===== src/rtl/decoder_scan_sequencer_if.sv =====
// Control and decoder-drive signals of the scan sequencer.
// The master side drives the scan controls. The slave side is the sequencer itself.
interface decoder_scan_sequencer_if #(
  parameter int ADDR_W  = 3,
  parameter int DWELL_W = 8
);
  localparam int N = 2 ** ADDR_W;

  logic               start;
  logic               stop;
  logic               mode;
  logic [DWELL_W-1:0] dwell;
  logic [N-1:0]       skip_mask;
  logic [ADDR_W-1:0]  addr;
  logic               enable;
  logic               busy;
  logic               done;
  logic               err;

  modport master (
    output start, stop, mode, dwell, skip_mask,
    input  addr, enable, busy, done, err
  );

  modport slave (
    input  start, stop, mode, dwell, skip_mask,
    output addr, enable, busy, done, err
  );
endinterface


===== src/rtl/decoder_scan_sequencer.sv =====
// Walks the decoder lines in ascending order, skipping masked lines, holding each line for the dwell time.
// Each line gets one SEEK cycle, then D enable cycles, then one GAP cycle, so the line period is D+2.
module decoder_scan_sequencer #(
  parameter int ADDR_W  = 3,
  parameter int DWELL_W = 8
) (
  input logic                    clk,
  input logic                    rst_n,
  decoder_scan_sequencer_if.slave bus
);
  localparam int N = 2 ** ADDR_W;

  localparam logic [1:0] S_IDLE  = 2'd0;
  localparam logic [1:0] S_SEEK  = 2'd1;
  localparam logic [1:0] S_DRIVE = 2'd2;
  localparam logic [1:0] S_GAP   = 2'd3;

  logic [1:0]         state;
  logic [ADDR_W-1:0]  cursor;
  logic [ADDR_W-1:0]  addr_q;
  logic [DWELL_W-1:0] cnt;
  logic [DWELL_W-1:0] dwell_sh;
  logic [N-1:0]       mask_sh;
  logic               mode_sh;
  logic               pass_end;
  logic               enable_q;
  logic               busy_q;
  logic               done_q;
  logic               err_q;

  logic               fwd_hit;
  logic [ADDR_W-1:0]  fwd_idx;
  logic [ADDR_W-1:0]  low_idx;

  // Descending scan: the last hit written is the lowest qualifying index.
  always_comb begin
    fwd_hit = 1'b0;
    fwd_idx = '0;
    low_idx = '0;
    for (int i = N - 1; i >= 0; i--) begin
      if (!mask_sh[i]) begin
        low_idx = ADDR_W'(i);
        if (i >= int'(cursor)) begin
          fwd_hit = 1'b1;
          fwd_idx = ADDR_W'(i);
        end
      end
    end
  end

  always_ff @(posedge clk or negedge rst_n) begin
    if (!rst_n) begin
      state    <= S_IDLE;
      cursor   <= '0;
      addr_q   <= '0;
      cnt      <= '0;
      dwell_sh <= '0;
      mask_sh  <= '0;
      mode_sh  <= 1'b0;
      pass_end <= 1'b0;
      enable_q <= 1'b0;
      busy_q   <= 1'b0;
      done_q   <= 1'b0;
      err_q    <= 1'b0;
    end else begin
      done_q <= 1'b0;
      err_q  <= 1'b0;
      if (state == S_IDLE) begin
        if (bus.start && !bus.stop) begin
          if (&bus.skip_mask) begin
            err_q <= 1'b1;
          end else begin
            dwell_sh <= (bus.dwell == '0) ? DWELL_W'(1) : bus.dwell;
            mask_sh  <= bus.skip_mask;
            mode_sh  <= bus.mode;
            cursor   <= '0;
            pass_end <= 1'b0;
            busy_q   <= 1'b1;
            state    <= S_SEEK;
          end
        end
      end else if (bus.stop) begin
        enable_q <= 1'b0;
        busy_q   <= 1'b0;
        state    <= S_IDLE;
      end else if (state == S_SEEK) begin
        pass_end <= 1'b0;
        if (!pass_end && fwd_hit) begin
          addr_q   <= fwd_idx;
          enable_q <= 1'b1;
          cnt      <= dwell_sh;
          state    <= S_DRIVE;
        end else if (mode_sh) begin
          addr_q   <= low_idx;
          enable_q <= 1'b1;
          cnt      <= dwell_sh;
          state    <= S_DRIVE;
        end else begin
          done_q <= 1'b1;
          busy_q <= 1'b0;
          state  <= S_IDLE;
        end
      end else if (state == S_DRIVE) begin
        if (cnt == DWELL_W'(1)) begin
          enable_q <= 1'b0;
          cursor   <= addr_q + 1'b1;
          pass_end <= &addr_q;
          state    <= S_GAP;
        end else begin
          cnt <= cnt - 1'b1;
        end
      end else begin
        state <= S_SEEK;
      end
    end
  end

  assign bus.addr   = addr_q;
  assign bus.enable = enable_q;
  assign bus.busy   = busy_q;
  assign bus.done   = done_q;
  assign bus.err    = err_q;
endmodule


===== src/flat_wrapper.sv =====
// flat-port wrapper written by rule: the top's interface ports become plain ports
module decoder_scan_sequencer_flat 
#(
  parameter int ADDR_W  = 3,
  parameter int DWELL_W = 8
)
  (clk, rst_n, bus_start, bus_stop, bus_mode, bus_dwell, bus_skip_mask, bus_addr, bus_enable, bus_busy, bus_done, bus_err);
  decoder_scan_sequencer_if #(.ADDR_W(ADDR_W), .DWELL_W(DWELL_W)) bus_i ();
  input logic clk;
  input logic rst_n;
  input wire logic [$bits(bus_i.start)-1:0] bus_start;
  input wire logic [$bits(bus_i.stop)-1:0] bus_stop;
  input wire logic [$bits(bus_i.mode)-1:0] bus_mode;
  input wire logic [$bits(bus_i.dwell)-1:0] bus_dwell;
  input wire logic [$bits(bus_i.skip_mask)-1:0] bus_skip_mask;
  output wire logic [$bits(bus_i.addr)-1:0] bus_addr;
  output wire logic [$bits(bus_i.enable)-1:0] bus_enable;
  output wire logic [$bits(bus_i.busy)-1:0] bus_busy;
  output wire logic [$bits(bus_i.done)-1:0] bus_done;
  output wire logic [$bits(bus_i.err)-1:0] bus_err;
  assign bus_i.start = bus_start;
  assign bus_i.stop = bus_stop;
  assign bus_i.mode = bus_mode;
  assign bus_i.dwell = bus_dwell;
  assign bus_i.skip_mask = bus_skip_mask;
  assign bus_addr = bus_i.addr;
  assign bus_enable = bus_i.enable;
  assign bus_busy = bus_i.busy;
  assign bus_done = bus_i.done;
  assign bus_err = bus_i.err;
  decoder_scan_sequencer #(.ADDR_W(ADDR_W), .DWELL_W(DWELL_W)) u_core (.clk(clk), .rst_n(rst_n), .bus(bus_i));
endmodule

===== config.mk =====
export PLATFORM = sky130hd
export DESIGN_NAME = decoder_scan_sequencer_flat
export DESIGN_NICKNAME = d
export VERILOG_FILES = /design/src/rtl/decoder_scan_sequencer_if.sv /design/src/rtl/decoder_scan_sequencer.sv /design/src/flat_wrapper.sv
export SDC_FILE = /design/constraint.sdc
export NUM_CORES = 1
export LEC_CHECK = 0
export ABC_AREA = 1
export ABC_CLOCK_PERIOD_IN_PS = 1830
export CORE_MARGIN = 3
export CORE_UTILIZATION = 49
export CTS_CLUSTER_SIZE = 12
export DETAILED_ROUTE_END_ITERATION = 8
export PLACE_DENSITY = 0.72
export SLEW_MARGIN = 10
export SYNTH_ARGS = -nofsm -noshare
export SYNTH_HDL_FRONTEND = slang
export SYNTH_SLANG_ARGS = --single-unit
export TNS_END_PERCENT = 5

===== constraint.sdc =====
create_clock -name clk -period 1.83 [get_ports clk]
set_input_delay 0.4575 -clock clk [delete_from_list [all_inputs] [get_ports clk]]
set_output_delay 0.4575 -clock clk [all_outputs]
set_load 0.03 [all_outputs]

==> qor.csv, run 1 <==
metric,value,unit
status,"complete, no violations",
Fin Clk Skew,0.00895,ns
max-slew violation count,0,
tightest hold margin,0.0728,ns
"Power, Total",4.43,mW
total setup buffers inserted after CTS,0,
register bit count reported by yosys,38,
crit-path cells,clkdlybuf4s50_1,
Synth area leaders,"dfrtp_1, nand2_1, o21ai_0",
Final setup viols,0,
proportion of layout cells with a drive suffix above 1,13.0,%
worst rel slew slack,74.0,%
htree depth,2,
initial core utilization,51.5,%
Total Die Area,0.00552,sq mm
RSZ-0062 raised after global routing,false,
VDD IR max,798,uV
first-iteration detailed-routing DRC count,75,
Rows,24,
Finished Core Util,62.4,%
PD cells,1600,mW/mm^2
syn nets,337,
Final Non-Filler Cells,398,
slack of the critical path,0.0345,ns
Crit Path Class,reg2out,
TritonCTS clock tree,yes,
Final GP Congestion,0.885,
Layout fillers,419,
instance count of the mapped netlist,307,
Buf/Inv on CP,1,
Syn-to-layout area delta,21.3,%
Fin. Hold Viols,0,
Avg Vias per Cell,5.10,
port bufs,27,
CP required,1.37,ns
top cell type by total area after synthesis,dfrtp_1,
drt pass-1 iters,4,
FF+latch area,951,sq um
Ant. Diodes,0,
most frequent cell after synthesis,nand2_1,
top-area cell type share of the netlist area,41.6,%
list of most frequent post-synthesis cells,"nand2_1, dfrtp_1, inv_1, nor2_1, o21ai_0",
Crit path max-delay family,buffers and inverters,
Tmin final,1.80,ns
"Seq/Total Area, Yosys",41.6,%
largest net degree at the start of global routing,18,
Post-Syn Area,0.00229,sq mm
number of buffers created by CTS,5,
nets,375,
"Distinct cells, synth",30,
CP max stage cell,clkdlybuf4s50_1,
clock sink total,38,
drt total wl,4910,um
Crit Path Max Fanout,2,
Crit. End Element,output port,
Slew @ Worst Pin,0.390,ns
GRT overflow,0,
I/O pins,28,
DR WL/cell,12.3,um
reported max-cap violation count,0,
Avg Inst Size Synth,7.45,sq um
critical path launch point type,register,
DP Wirelength,3860,um
"Reg clk slew, reported paths",0.08,ns
Synth Warn #,0,
Synth Flop Type,dfrtp_1,
"antenna viol nets, final",0,
antenna violations before repair,0,
multi-input logic area,0.00118,sq mm
Leak,1.39,nW
Clock Latency Late Sink,0.29,ns
Via Count,2028,
fin crit share,98.1,%
Post-synth EDFFs,0,
ys async rst share,100,%
Worst Path Arrival,1.34,ns
drc violations,0,
DP Worst Slack,-0.0296,ns
DIE HEIGHT,74.3,um
Peak Freq,557,MHz
CTS max path bufs,2,
GRT Total Usage,20.4,%
clock root buffer,clkbuf_8,
Die W,74.3,um
placed cells,390,
number of global-route vias before repair,1985,
first-pass GRT wire length,8630,um
hold crit path type,in2async,
Worst path max stage delay,0.67,ns
core area,0.00444,sq mm
logic make-up (layout without fill, tap and decap cells):
logic type | Yosys count | after routing | synth area share [%]
compound gates | 35 | 35 | 8.15
xor+xnor | 1 | 1 | 0.383
fa+ha+maj | 9 | 9 | 4.92
buf+inv | 37 | 76 | 7.06
flops | 38 | 38 | 41.6
simple gates | 187 | 187 | 37.9
power by group:
| part | internal, mW | switching, mW | total, mW |
|---|---|---|---|
| sequential | 1.20 | 0.303 | 1.50 |
| combinational | 0.838 | 1.39 | 2.22 |
| clock | 0.401 | 0.301 | 0.702 |
| total | 2.44 | 1.99 | 4.43 |
cell type report:
| type | instances | area share [%] |
|---|---|---|
| tap | 52 | 2.34 |
| clock buffer | 5 | 2.48 |
| clock inverter | 3 | 1.44 |
| multi-input combinational | 232 | 42.4 |
| inverter | 30 | 4.06 |
| sequential | 38 | 34.3 |
| timing repair buffer | 38 | 13.0 |
repair_timing:
item                                    in CTS  in global routing
endpoints found under the setup margin       2                  4
pin swaps                                    0                  0
hold buffers                                 0                  0
resized for setup                            2                  2
layout by cell type (no fill, tap or decap), drive strengths merged:
master         count
ha                 9
a21oi              4
buf               12
o211a              1
dlymetal6s2s       1
nand2            118
nand3             32
nor2              30
nand4              3
o21ai             26
clkinv             2
o31ai              1
o22ai              1
nand3b             1
or2                1
bufinv             1
inv               30
xor2               1
clkdlybuf4s50     23
clkbuf             5
a31oi              2
nor3               1
nor4               1
dfrtp             38
dlygate4sd2        2
worst register-to-register path, cell delays in order (launching register included):
cell and delay (ns):
dfrtp_1 0.49, nand3_1 0.12, nand2_1 0.10, nand2_2 0.07
nor2_4 0.12, nand2_2 0.07, nand2_4 0.10, nand3_4 0.20
nand2_4 0.19, nand2_1 0.07, nand2_1 0.06
registers in the layout (all words and copies together) (netlist names):
name and flops:
u_core.bus.addr 3, u_core.bus.busy 1, u_core.bus.done 1, u_core.bus.enable 1, u_core.bus.err 1, u_core.cnt 8, u_core.cursor 3, u_core.dwell_sh 8
u_core.mask_sh 8, u_core.mode_sh 1, u_core.pass_end 1, u_core.state 2
per-layer routing:
metal,GRT usage (%),share of wire [%]
met5,0,0
met2,35.2,50
met3,4.05,3.6
met4,7.91,2.8
met1,25.3,44
path summary, 6_finish.rpt:
kind | startpoint | endpoint | slack, ns | cells past startpoint
setup / recovery | u_core.bus.enable | bus_enable | 0.03 | 1
hold / removal | rst_n | u_core.cnt[0] | 0.07 | 1
setup reg to reg | u_core.cursor[2] | u_core.cnt[1] | 0.17 | 10
hold reg to reg | u_core.cnt[1] | u_core.cnt[1] | 0.48 | 2
max in group asynchronous | rst_n | u_core.state[1] | 1.25 | 2
min in group clk | u_core.cnt[1] | u_core.cnt[1] | 0.48 | 2
per-stage QoR:
stage,TNS [ns],area [sq um]
2_1_floorplan,0,2290
3_3_place_gp,0,2660
3_5_place_dp,-0.115,2660
4_1_cts,0,2770
5_1_grt,0,2780
6_report,0,2780
No activity file was read; power rests on OpenSTA's default activity.
==> run 2: changes to the inputs <==
HOLD_SLACK_MARGIN = 0.02   (was not set)
==> results of run 2 <==
No change in the layout: final DEF, timing and power equal those of run 1.
==> run 3: changes to the inputs <==
TNS_END_PERCENT = 1   (was 5)
==> results of run 3 <==
No change in the layout: final DEF, timing and power equal those of run 1.
